**src/rtl/l1_loss_pkg.sv**
```systemverilog
// l1_loss_pkg: shared fp32 constants, compare result and FSM state types for l1_loss_grad.
package l1_loss_pkg;
  localparam logic [31:0] FP32_ONE     = 32'h3F80_0000;
  localparam logic [31:0] FP32_NEG_ONE = 32'hBF80_0000;
  localparam logic [31:0] FP32_ZERO    = 32'h0000_0000;
  localparam logic [7:0]  FP32_EXP_NAN = 8'hFF;
  typedef enum logic [1:0] {CMP_LT, CMP_EQ, CMP_GT} cmp_t;
  typedef enum logic [1:0] {IDLE, PREP, EMIT, DONE} l1g_state_t;
endpackage

```
**src/rtl/fp32_sign_cmp.sv**
```systemverilog
// fp32_sign_cmp: orders two fp32 values with integer sign-magnitude compares; flags a as NaN.
module fp32_sign_cmp
  import l1_loss_pkg::*;
(
  input  logic [31:0] a,
  input  logic [31:0] b,
  output cmp_t        cmp,
  output logic        is_nan
);
  logic both_zero, mag_eq, mag_gt;
  assign both_zero = (a[30:0] == 31'd0) && (b[30:0] == 31'd0);
  assign mag_eq    = a[30:0] == b[30:0];
  assign mag_gt    = a[30:0] > b[30:0];
  // Both negative: the larger magnitude is the smaller value.
  assign cmp = both_zero ? CMP_EQ :
               (a[31] != b[31]) ? (a[31] ? CMP_LT : CMP_GT) :
               mag_eq ? CMP_EQ :
               (mag_gt ^ a[31]) ? CMP_GT : CMP_LT;
  assign is_nan = (a[30:23] == FP32_EXP_NAN) && (a[22:0] != 23'd0);
endmodule

```
**src/rtl/l1_loss_grad.sv**
```systemverilog
// l1_loss_grad: streams dL/dp = MAG*sign(p - onehot) per class over valid/ready.
// Define L1_GRAD_SCALE_EN to add grad_scale (magnitude snapshotted at start); otherwise MAG = 1.0.
module l1_loss_grad
  import l1_loss_pkg::*;
#(
  parameter int FC_OUTPUT_SIZE = 10,
  parameter int IDX_W          = $clog2(FC_OUTPUT_SIZE)
) (
  input  logic                         clk,
  input  logic                         rst_n,
  input  logic                         start,
  input  logic [32*FC_OUTPUT_SIZE-1:0] predicted_probs,
  input  logic [FC_OUTPUT_SIZE-1:0]    ground_truth,
`ifdef L1_GRAD_SCALE_EN
  input  logic [31:0]                  grad_scale,
`endif
  output logic [31:0]                  grad_data,
  output logic [IDX_W-1:0]             grad_idx,
  output logic                         grad_valid,
  input  logic                         grad_ready,
  output logic                         grad_last,
  output logic                         busy,
  output logic                         done,
  output logic                         onehot_err
);
  localparam logic [IDX_W-1:0] LAST_IDX = IDX_W'(FC_OUTPUT_SIZE - 1);
  l1g_state_t state_q, state_d;
  logic [FC_OUTPUT_SIZE-1:0][31:0] probs_q, probs_d;
  logic [FC_OUTPUT_SIZE-1:0] label_q, label_d;
  logic [IDX_W-1:0] idx_q, idx_d, sel;
  logic [31:0] data_q, data_d, grad;
  logic [30:0] mag;
  logic valid_q, valid_d, last_q, last_d, done_q, done_d, err_q, err_d;
  cmp_t cmp;
  logic is_nan;
`ifdef L1_GRAD_SCALE_EN
  logic [30:0] scale_q, scale_d;
  assign mag = scale_q;
`else
  assign mag = FP32_ONE[30:0];
`endif
  // PREP computes beat 0; EMIT precomputes the next beat so accepts run back-to-back.
  assign sel = (state_q == EMIT && idx_q != LAST_IDX) ? idx_q + IDX_W'(1) : '0;
  fp32_sign_cmp u_cmp (
    .a      (probs_q[sel]),
    .b      (label_q[sel] ? FP32_ONE : FP32_ZERO),
    .cmp    (cmp),
    .is_nan (is_nan)
  );
  assign grad = is_nan ? FP32_ZERO :
                cmp == CMP_GT ? {1'b0, mag} :
                cmp == CMP_LT ? {1'b1, mag} : FP32_ZERO;
  always_comb begin
    state_d = state_q;
    probs_d = probs_q;
    label_d = label_q;
    idx_d   = idx_q;
    data_d  = data_q;
    valid_d = valid_q;
    last_d  = last_q;
    done_d  = 1'b0;
    err_d   = err_q;
`ifdef L1_GRAD_SCALE_EN
    scale_d = scale_q;
`endif
    case (state_q)
      IDLE: if (start) begin
        probs_d = predicted_probs;
        label_d = ground_truth;
        err_d   = $countones(ground_truth) != 1;
`ifdef L1_GRAD_SCALE_EN
        scale_d = grad_scale[30:0];
`endif
        state_d = PREP;
      end
      PREP: begin
        idx_d   = '0;
        data_d  = grad;
        valid_d = 1'b1;
        last_d  = 1'b0;
        state_d = EMIT;
      end
      EMIT: if (valid_q && grad_ready) begin
        if (last_q) begin
          valid_d = 1'b0;
          last_d  = 1'b0;
          done_d  = 1'b1;
          state_d = DONE;
        end else begin
          idx_d  = idx_q + IDX_W'(1);
          data_d = grad;
          last_d = (idx_q + IDX_W'(1)) == LAST_IDX;
        end
      end
      default: state_d = IDLE;
    endcase
  end
  always_ff @(posedge clk or negedge rst_n) begin
    if (!rst_n) begin
      state_q <= IDLE;
      probs_q <= '0;
      label_q <= '0;
      idx_q   <= '0;
      data_q  <= '0;
      valid_q <= 1'b0;
      last_q  <= 1'b0;
      done_q  <= 1'b0;
      err_q   <= 1'b0;
`ifdef L1_GRAD_SCALE_EN
      scale_q <= '0;
`endif
    end else begin
      state_q <= state_d;
      probs_q <= probs_d;
      label_q <= label_d;
      idx_q   <= idx_d;
      data_q  <= data_d;
      valid_q <= valid_d;
      last_q  <= last_d;
      done_q  <= done_d;
      err_q   <= err_d;
`ifdef L1_GRAD_SCALE_EN
      scale_q <= scale_d;
`endif
    end
  end
  assign grad_data  = data_q;
  assign grad_idx   = idx_q;
  assign grad_valid = valid_q;
  assign grad_last  = last_q;
  assign busy       = state_q != IDLE;
  assign done       = done_q;
  assign onehot_err = err_q;
endmodule

```
**config.mk**
```make
export PLATFORM = sky130hd
export DESIGN_NAME = l1_loss_grad
export DESIGN_NICKNAME = d
export VERILOG_FILES = /design/src/rtl/l1_loss_pkg.sv /design/src/rtl/fp32_sign_cmp.sv /design/src/rtl/l1_loss_grad.sv
export SDC_FILE = /design/constraint.sdc
export NUM_CORES = 1
export LEC_CHECK = 0
export BUFFER_PORTS_ARGS = -buffer_cell sky130_fd_sc_hd__clkbuf_2
export CORE_MARGIN = 5
export CORE_UTILIZATION = 45
export DETAILED_ROUTE_END_ITERATION = 10
export GPL_TIMING_DRIVEN = 1
export PLACE_DENSITY = 0.72
export REMOVE_ABC_BUFFERS = 1
export SYNTH_ARGS = -nofsm -noshare
export SYNTH_HDL_FRONTEND = slang
export SYNTH_SLANG_ARGS = --single-unit
```
**constraint.sdc**
```tcl
create_clock -name clk -period 8.8 [get_ports clk]
set_clock_uncertainty 0.05 [all_clocks]
set_input_delay 1.32 -clock clk [delete_from_list [all_inputs] [get_ports clk]]
set_output_delay 1.32 -clock clk [all_outputs]
set_load 0.01 [all_outputs]
```
==> impl_metrics.yaml, run 1 <==
pwr:
  p_per_area_nw_per_um2: 359.6
  ir_drop_mv: 0.1938
  p_leak_nw: 8.617
setup_path:
  critical_path_class: "reg2reg"
  cp_cell_sequence: "clkinv_1 > ha_1 > nand2_2 > a21oi_2 > o22ai_1 > a311o_1 > o221ai_1 > inv_1 > ha_1 > nor2b_1 > o21ai_0 > nand2b_1 > a21oi_1 > o21ai_0 > a211oi_1 > nor2_1 > o31ai_2"
  crit_path_end_kind: "flop"
  start_kind: "flop"
  crit_path_max_incr_delay_ps: 750
  cp_slowest_cell: "ha_1"
  critPathMaxFanout: 20
  worst_ep_arrival_time_ps: 5620
  critPathTopFamily: "compound AO/OA/AOI/OAI gates"
  cp_data_required_time_ps: 9170
  timing.critical_path.buf_inv: 2
cts:
  cts_hold_buf: 0
  numCtsBuffers: 37
  clk_pin_slew_ps: 60
  cts.sinks: 342
  clockBufferDepth: 3
  cts_tree: "done"
  cts_resized: 0
  clkLatencyLatePin_ps: 520
  postCtsSetupRepairBufs: 0
  clock-root-buffer: "clkbuf_16"
  htree_levels: 2
final_layout:
  nFillCells: 2934
  nets: 1849
  drive_gt1_share_pct: 51.02
  final_common_cell: "clkbuf_2"
  area_delta_synth_final_pct: 20.66
  stdcell_count: 1981
  layout_common_cells: "349 x clkbuf_2, 342 x dfrtp_1, 330 x mux2_2"
die:
  core_um2: 34290
  die_y_um: 195.6
  start_util_pct: 45.22
  rows: 68
  die_area_um2: 38270
  fp.dieW_um: 195.6
  ioPinCount: 375
yosys:
  avgSynthCellArea_um2: 13.34
  synthesis.area_um2: 15510
  ys_warn_count: 0
  ys_seq_elements: 342
  synth-edff-count: 0
  async_reset_ff_share_pct: 100.0
  ys.flop_type: "dfrtp_1"
  synth.distinct_cells: 84
  ys_seq_area_share_pct: 55.19
  synthCells: 1162
route:
  dr_total_vias: 10720
  post_drt_wl_per_cell_um: 21.52
  drcViolationCount: 0
  routed_via_density: 5.411
  drt_iter0_markers: 502
  wirelength_um: 42630
  ant_nets: 0
  dr.pass1.iters: 5
grt:
  grt_pass1_wl_um: 65850
  first_global_vias: 11710
  grt_util_all_layers_pct: 21.77
  grt_max_degree: 183
  grt_overflow: 0
  antenna_found_initial: 8
timing:
  max_slew.worst_pin.slew_ps: 1149
  layout_setup_ws_ps: 3555
  maxSlewViolCount: 0
  max_slew_margin_pct: 23.43
  timing.fmax_mhz: 190.7
  final-hold-violation-count: 0
  period_needed_ps: 5245
  grt_setup_unrepaired: "no"
  timing.final.crit_share_pct: 59.60
  finalSetupViolCount: 0
worst_hold_path:
  hold_class: "reg2reg"
placement:
  dpl_worst_slack_ps: 3668
  dp_cells: 1910
  gp_congestion: 0.8856
  place.detailed.hpwl_um: 31600
  portBuffers: 350
run_status:
  status: "finished, final reports clean"
flow_run:
  cap_violations: 0
==> layout make-up <==
type,instances,area (µm²),share of cell area [%]
Tap cell,455,569.3,3.043
Antenna cell,5,12.51,0.06688
Sequential cell,342,8558,45.74
Multi-Input combinational cell,734,6411,34.27
Inverter,19,71.32,0.3812
Timing Repair Buffer,360,1849,9.884
Clock buffer,57,1134,6.059
Clock inverter,9,103.9,0.5551
==> stage by stage <==
stage	area [µm²]	power, mW	setup TNS (ps)	utilization [%]	hold WS [ps]
after CTS	18700	6.758	0	54.53	452.7
after global placement	17460	5.031	0	50.92	428.2
final	18710	6.728	0	54.57	449.5
after detailed placement	17460	5.157	0	50.92	439.2
after global routing	18710	7.121	0	54.57	465.1
after floorplan	15030	4.743	-185020	-	400.1
==> power by group <==
group / leakage (nW) / switching (mW) / internal (mW)
Clock: 0.605 / 0.626 / 0.946
Sequential: 4.04 / 0.461 / 2.38
Combinational: 3.98 / 1.09 / 1.23
Total: 8.62 / 2.18 / 4.55
==> worst paths after layout <==
path | startpoint | endpoint | slack, ps | cells past startpoint
max | grad_idx[0]$_DFFE_PN0P_ | grad_data[31]$_DFFE_PN0P_ | 3560 | 17
min | probs_q[229]$_DFFE_PN0P_ | probs_q[229]$_DFFE_PN0P_ | 450 | 1
max reg2reg | grad_idx[0]$_DFFE_PN0P_ | grad_data[31]$_DFFE_PN0P_ | 3560 | 17
min reg2reg | probs_q[229]$_DFFE_PN0P_ | probs_q[229]$_DFFE_PN0P_ | 450 | 1
max in group asynchronous | rst_n | probs_q[116]$_DFFE_PN0P_ | 5790 | 3
min in group asynchronous | rst_n | probs_q[239]$_DFFE_PN0P_ | 790 | 1
==> synth_stat cells (4+ instances only) <==
master / instances / share of area, %
a211oi_1: 8 / 0.39
a21oi_1: 20 / 0.65
a31oi_1: 10 / 0.40
a32oi_1: 6 / 0.34
and3_1: 7 / 0.28
buf_2: 8 / 0.26
buf_4: 35 / 1.7
buf_6: 6 / 0.44
clkbuf_1: 37 / 0.90
clkbuf_8: 4 / 0.36
dfrtp_1: 342 / 55
fa_1: 6 / 0.77
ha_1: 15 / 1.2
inv_1: 18 / 0.44
mux2_2: 330 / 24
mux2i_1: 18 / 1.2
nand2_1: 71 / 1.7
nand2b_1: 6 / 0.24
nand3_1: 14 / 0.45
nand4_1: 5 / 0.20
nor2_1: 11 / 0.27
nor3_1: 23 / 0.74
nor4_1: 41 / 1.7
o21ai_0: 19 / 0.61
o221ai_1: 5 / 0.28
o22ai_1: 9 / 0.36
==> kinds of logic (layout without fill, tap and decap cells) <==
family                     Yosys count  in the layout  synth area share [%]
adders and majority gates           21             21                 1.985
muxes                              350            350                 25.34
buffers and inverters              109            445                 4.099
DFF                                342            342                 55.19
and+or+nand+nor                    209            209                 7.206
AOI/OAI and AO/OA                  126            126                 5.874
xor gates and xnor gates             4              4                0.2744
other                                1             29               0.02418
==> per-layer routing <==
| metal | GRT usage, % | vias up | wire [µm] | part of all wire, % |
|---|---|---|---|---|
| li1 | - | 4864 | - | - |
| met1 | 27.54 | 5351 | 17130 | 40 |
| met2 | 36.31 | 402 | 20540 | 48 |
| met3 | 5.728 | 97 | 3378 | 7.9 |
| met4 | 7.706 | 6 | 1544 | 3.6 |
| met5 | 0 | - | 41 | 0.096 |
==> state kept, by name, summed over array words and instances, names as in the netlist <==
register / count
probs_q: 320
label_q: 10
grad_idx: 4
grad_data: 2
state_q: 2
done: 1
grad_last: 1
grad_valid: 1
onehot_err: 1
==> worst register-to-register path, cell delays in order, from the launching register on <==
cell and delay, ps:
dfrtp_1 550, clkinv_1 380, ha_1 750, nand2_2 480
a21oi_2 560, o22ai_1 150, a311o_1 340, o221ai_1 130
inv_1 210, ha_1 340, nor2b_1 150, o21ai_0 210
nand2b_1 80, a21oi_1 150, o21ai_0 110, a211oi_1 230
nor2_1 90, o31ai_2 200
Power figures use the tool's default switching activity.
==> run 2: changes to the inputs <==
==> constraint.sdc (replaced) <==
create_clock -name clk -period 5.05 [get_ports clk]
set_clock_uncertainty 0.05 [all_clocks]
set_input_delay 0.7575 -clock clk [delete_from_list [all_inputs] [get_ports clk]]
set_output_delay 0.7575 -clock clk [all_outputs]
set_load 0.01 [all_outputs]
==> impl_metrics.yaml, run 2 (synthesis results as in run 1) <==
setup_path:
  reg2reg_to: "grad_data[31]$_DFFE_PN0P_"
  timing.rr.start: "grad_idx[0]$_DFFE_PN0P_"
  critPathTopFamily: "compound AO/OA/AOI/OAI gates"
  cp-startpoint: "grad_idx[0]$_DFFE_PN0P_"
  start_kind: "flop"
  timing.critical_path.buf_inv: 3
  crit_path_max_incr_delay_ps: 540
  cp_slowest_cell: "dfrtp_1"
  cp_cell_sequence: "clkinv_1 > ha_4 > and2_1 > buf_4 > nand2_1 > nand3_1 > o221ai_1 > o221ai_1 > inv_1 > ha_1 > nor2b_1 > o21ai_0 > nand2b_1 > a21oi_1 > o21ai_0 > a211oi_1 > nor2_1 > o31ai_2"
  critPathMaxFanout: 19
  rrSetupSlack_ps: 400
  crit_end: "grad_data[31]$_DFFE_PN0P_"
  cp_data_required_time_ps: 5440
  r2r_cells: 18
  crit_path_end_kind: "flop"
  path_depth: 18
  critical_path_class: "reg2reg"
  worst_ep_arrival_time_ps: 5030
die:
  start_util_pct: 45.22
  die_area_um2: 38270
  ioPinCount: 375
  die_y_um: 195.6
  core_um2: 34290
  fp.dieW_um: 195.6
  rows: 68
final_layout:
  largest_reg_flops: 320
  top_register: "probs_q"
  area_delta_synth_final_pct: 22.15
  nets: 1860
  nFillCells: 2906
  ff_latch_area_um2: 8558
  multi_input_area_um2: 6429
  drive_gt1_share_pct: 51.92
  final_common_cell: "clkbuf_2"
  design_area_um2: 18940
  layout_common_cells: "349 x clkbuf_2, 342 x dfrtp_1, 330 x mux2_2"
  fin_util_pct: 55.24
  stdcell_count: 1991
route:
  dr_total_vias: 10730
  post_drt_wl_per_cell_um: 21.28
  ant_nets: 0
  routed_via_density: 5.389
  wirelength_um: 42380
  drcViolationCount: 0
  dr.pass1.iters: 5
  drt_iter0_markers: 497
grt:
  first_global_vias: 11370
  grt_pass1_wl_um: 65220
  grt_max_degree: 125
  grt_util_all_layers_pct: 21.70
  antenna_found_initial: 11
  grt_overflow: 0
timing:
  max_slew_margin_pct: 28.94
  timing.final.crit_share_pct: 92.00
  period_needed_ps: 4646
  whs_ps: 192.0
  grt_setup_unrepaired: "no"
  maxSlewViolCount: 0
  finalSetupViolCount: 0
  max_slew.worst_pin.slew_ps: 1066
  timing.fmax_mhz: 215.2
  final-hold-violation-count: 0
cts:
  numCtsBuffers: 38
  clock-root-buffer: "clkbuf_16"
  htree_levels: 2
  cts_hold_buf: 0
  clk_pin_slew_ps: 60
  clkLatencyLatePin_ps: 530
  cts.sinks: 342
  clockBufferDepth: 3
  cts_tree: "done"
pwr:
  ir_drop_mv: 0.3489
  p_per_area_nw_per_um2: 630.7
  p_leak_nw: 8.754
flow_run:
  cap_violations: 0
worst_hold_path:
  hold_class: "in2async"
placement:
  gp_congestion: 0.8370
  portBuffers: 350
  placed_cell_area_um2: 17540
  dp_cells: 1918
  place.detailed.hpwl_um: 31660
run_status:
  status: "finished, final reports clean"
## run 2: per-layer routing
layer / vias to the layer above / track usage, % / routed length (µm)
li1: 4889 / - / -
met4: 16 / 6.956 / 1236
met2: 394 / 35.59 / 20480
met5: - / 0 / 106
met3: 98 / 6.677 / 3573
met1: 5333 / 27.68 / 16980
## run 2: cell type report
type / count / area share [%]
clock inverters: 15 / 0.9777
repair buffers: 370 / 10.29
diodes: 3 / 0.03964
multi-input cells: 734 / 33.94
well taps: 455 / 3.006
clock buffers: 53 / 6.183
flip-flops and latches: 342 / 45.18
inverters: 19 / 0.3765
## run 2: worst min path at each step
stage                            from                       end  slack, ps  depth (start not counted)
2_1_floorplan  label_q[6]$_DFFE_PN0P_    label_q[6]$_DFFE_PN0P_        400                          2
3_3_place_gp   onehot_err$_DFFE_PN0P_    onehot_err$_DFFE_PN0P_        420                          2
3_5_place_dp   label_q[4]$_DFFE_PN0P_    label_q[4]$_DFFE_PN0P_        430                          2
4_1_cts                         rst_n  probs_q[239]$_DFFE_PN0P_        270                          1
5_1_grt                         rst_n  probs_q[239]$_DFFE_PN0P_        280                          1
6_report                        rst_n  probs_q[239]$_DFFE_PN0P_        190                          1
## run 2: where the power goes
group	switching (mW)	internal, mW	total (mW)	leakage (nW)
clock	1.13	1.82	2.95	0.676
sequential	0.773	4.14	4.91	4.04
combinational	1.90	2.18	4.08	4.04
total	3.80	8.14	11.9	8.75
## run 2: worst register-to-register path: stages, from the launching register on
cell	delay, ps
dfrtp_1	540
clkinv_1	390
ha_4	500
and2_1	360
buf_4	330
nand2_1	100
nand3_1	90
o221ai_1	100
o221ai_1	310
inv_1	210
ha_1	340
nor2b_1	150
o21ai_0	140
nand2b_1	90
a21oi_1	180
o21ai_0	130
a211oi_1	240
nor2_1	90
o31ai_2	210
## run 2: timing repair
item                                   CTS  global route
setup endpoints to repair                0             1
buffers inserted                         0             2
gates resized for setup                  0             3
endpoints found under the hold margin    0             0
## run 2: metrics by stage
stage | power (mW) | worst slack, ps | TNS (ps)
finish | 11.95 | 404.1 | 0
floorplan | 8.261 | -3749 | -1240090
global placement | 8.794 | 423.3 | 0
global route | 12.65 | 62.17 | 0
CTS | 12.00 | 77.32 | 0
detailed placement | 8.998 | 111.2 | 0
==> run 3: changes to the inputs <==
--- a/config.mk
+++ b/config.mk
@@ -6,11 +6,13 @@
 export NUM_CORES = 1
 export LEC_CHECK = 0
 export BUFFER_PORTS_ARGS = -buffer_cell sky130_fd_sc_hd__clkbuf_2
-export CORE_MARGIN = 5
+export CAP_MARGIN = 20
+export CORE_MARGIN = 2
 export CORE_UTILIZATION = 45
 export DETAILED_ROUTE_END_ITERATION = 10
 export GPL_TIMING_DRIVEN = 1
 export PLACE_DENSITY = 0.72
+export RECOVER_POWER = 25
 export REMOVE_ABC_BUFFERS = 1
 export SYNTH_ARGS = -nofsm -noshare
 export SYNTH_HDL_FRONTEND = slang
==> impl_metrics.yaml, run 3 (synthesis results as in run 1) <==
pwr:
  p_comb_share_pct: 34.1
  p_per_area_nw_per_um2: 632.2
  ir_drop_mv: 0.3263
  p_leak_nw: 8.718
  netSwitchingPower_mw: 3.798
  pwr-share-clk_pct: 24.6
  cellInternalPower_mw: 8.147
  seqPwrFrac_pct: 41.3
  sw_frac_of_total_pct: 31.79
setup_path:
  timing.rr.start: "grad_idx[0]$_DFFE_PN0P_"
  cp_data_required_time_ps: 5430
  worst_ep_arrival_time_ps: 4960
  crit_path_end_kind: "flop"
  crit_end: "grad_data[31]$_DFFE_PN0P_"
  critPathMaxFanout: 19
  r2r_cells: 18
  cp_slowest_cell: "ha_1"
  crit_path_max_incr_delay_ps: 610
  critical_path_class: "reg2reg"
  reg2reg_to: "grad_data[31]$_DFFE_PN0P_"
  cp-startpoint: "grad_idx[0]$_DFFE_PN0P_"
  start_kind: "flop"
  cp_cell_sequence: "clkinv_1 > buf_4 > ha_1 > nand2_2 > nor2_8 > nand2_1 > a311o_1 > o221ai_1 > inv_1 > ha_1 > nor2b_1 > o21ai_0 > nand2b_1 > a21oi_1 > o21ai_0 > a211oi_1 > nor2_1 > o31ai_2"
  rrSetupSlack_ps: 470
final_layout:
  fin_util_pct: 56.07
  drive_gt1_share_pct: 51.57
  largest_reg_flops: 320
  area_delta_synth_final_pct: 21.85
  design_area_um2: 18890
  layout_common_cells: "349 x clkbuf_2, 342 x dfrtp_1, 330 x mux2_2"
  top_register: "probs_q"
  final_common_cell: "clkbuf_2"
  nets: 1859
timing:
  final-hold-violation-count: 0
  max_slew_margin_pct: -75.37
  timing.final.crit_share_pct: 90.77
  grt_setup_unrepaired: "no"
  layout_setup_ws_ps: 466.1
  maxSlewViolCount: 45
  timing.fmax_mhz: 218.2
  max_slew.worst_pin.slew_ps: 2631
  period_needed_ps: 4584
  finalSetupViolCount: 0
  tns_ps: 0
route:
  dr_total_vias: 10760
  post_drt_wl_per_cell_um: 20.90
  drt_iter0_markers: 484
  routed_via_density: 5.434
  ant_nets: 0
  wirelength_um: 41400
  dr.pass1.iters: 4
  drcViolationCount: 0
grt:
  first_global_vias: 11490
  antenna_found_initial: 7
  grt_overflow: 0
  grt_max_degree: 146
  grt_pass1_wl_um: 64220
  grt_util_all_layers_pct: 23.11
placement:
  dpl_worst_slack_ps: 351.0
  gp_congestion: 0.8951
  placed_cell_area_um2: 17560
  portBuffers: 350
  place.detailed.hpwl_um: 30640
cts:
  postCtsSetupRepairBufs: 0
  clkLatencyLatePin_ps: 510
  numCtsBuffers: 38
  htree_levels: 2
  cts_tree: "done"
  clk_pin_slew_ps: 60
  cts.sinks: 342
  clock-root-buffer: "clkbuf_16"
  clockBufferDepth: 3
run_status:
  violations: "max-capacitance violations, max-slew violations"
  status: "finished with violations"
die:
  rows: 67
  die_y_um: 189.6
  fp.dieW_um: 189.6
  ioPinCount: 375
  die_area_um2: 35960
  start_util_pct: 46.01
  core_um2: 33700
flow_run:
  cap_violations: 1
worst_hold_path:
  hold_class: "in2reg"
run 3: cell types whose count changed in the layout (fill, tap and decap cells not counted), sizes merged:
cell / previous run / this run
buf: 21 / 19
bufinv: 4 / 5
clkbuf: 402 / 403
clkinv: 11 / 5
clkinvlp: 1 / 2
diode: 3 / 5
run 3: how the worst min path moves through the flow:
stage,startpoint,to,slack (ps),cells after the start
finish,predicted_probs[63],probs_q[63]$_DFFE_PN0P_,420,2
global route,predicted_probs[157],probs_q[157]$_DFFE_PN0P_,400,2
CTS,rst_n,probs_q[238]$_DFFE_PN0P_,70,1
detailed placement,onehot_err$_DFFE_PN0P_,onehot_err$_DFFE_PN0P_,420,2
global placement,onehot_err$_DFFE_PN0P_,onehot_err$_DFFE_PN0P_,420,2
floorplan,label_q[6]$_DFFE_PN0P_,label_q[6]$_DFFE_PN0P_,400,2
run 3: what timing repair did:
action | CTS | global route
gates resized for setup | 0 | 1
hold buffers | 0 | 0
setup endpoints to repair | 0 | 1
run 3: stage by stage:
step	instances	total power, mW	hold slack (ps)
5_1_grt	1978	12.68	396.8
4_1_cts	1976	12.00	74.61
3_3_place_gp	1912	8.811	420.2
6_report	1981	11.94	417.7
2_1_floorplan	1095	8.261	400.1
3_5_place_dp	1912	9.025	423.1
run 3: layer usage:
metal  global-route usage, %  vias up  wire [µm]
li1                        -     4889          -
met1                   29.80     5412      17290
met2                   38.32      382      19820
met3                   5.958       77       3058
met4                   7.275        4       1193
met5                       0        -         30
run 3: cell type report:
cell class | count | area [µm²]
antenna | 5 | 12.51
clock buffer | 53 | 1151
clock inverter | 11 | 185.2
fill | 2865 | 14810
inverter | 19 | 71.32
multi-input combinational | 734 | 6412
sequential | 342 | 8558
tap | 448 | 560.5
timing repair buffer | 369 | 1943
run 3: power groups by stage:
stage          Sequential, mW  Clock, mW  Combinational (mW)
2_1_floorplan            4.68          0                3.58
3_3_place_gp             4.91          0                3.90
3_5_place_dp             4.96          0                4.07
4_1_cts                  4.92       3.00                4.08
5_1_grt                  5.10       3.12                4.47
6_report                 4.93       2.93                4.08
run 3: worst max-delay path: cells and delay by family, from the launching register on:
kind / cells / cell delay [ps]
AOI/OAI and AO/OA: 7 / 1310
adders and majority gates: 2 / 950
buffers and inverters: 3 / 500
DFF: 1 / 580
and+or+nand+nor: 6 / 1110
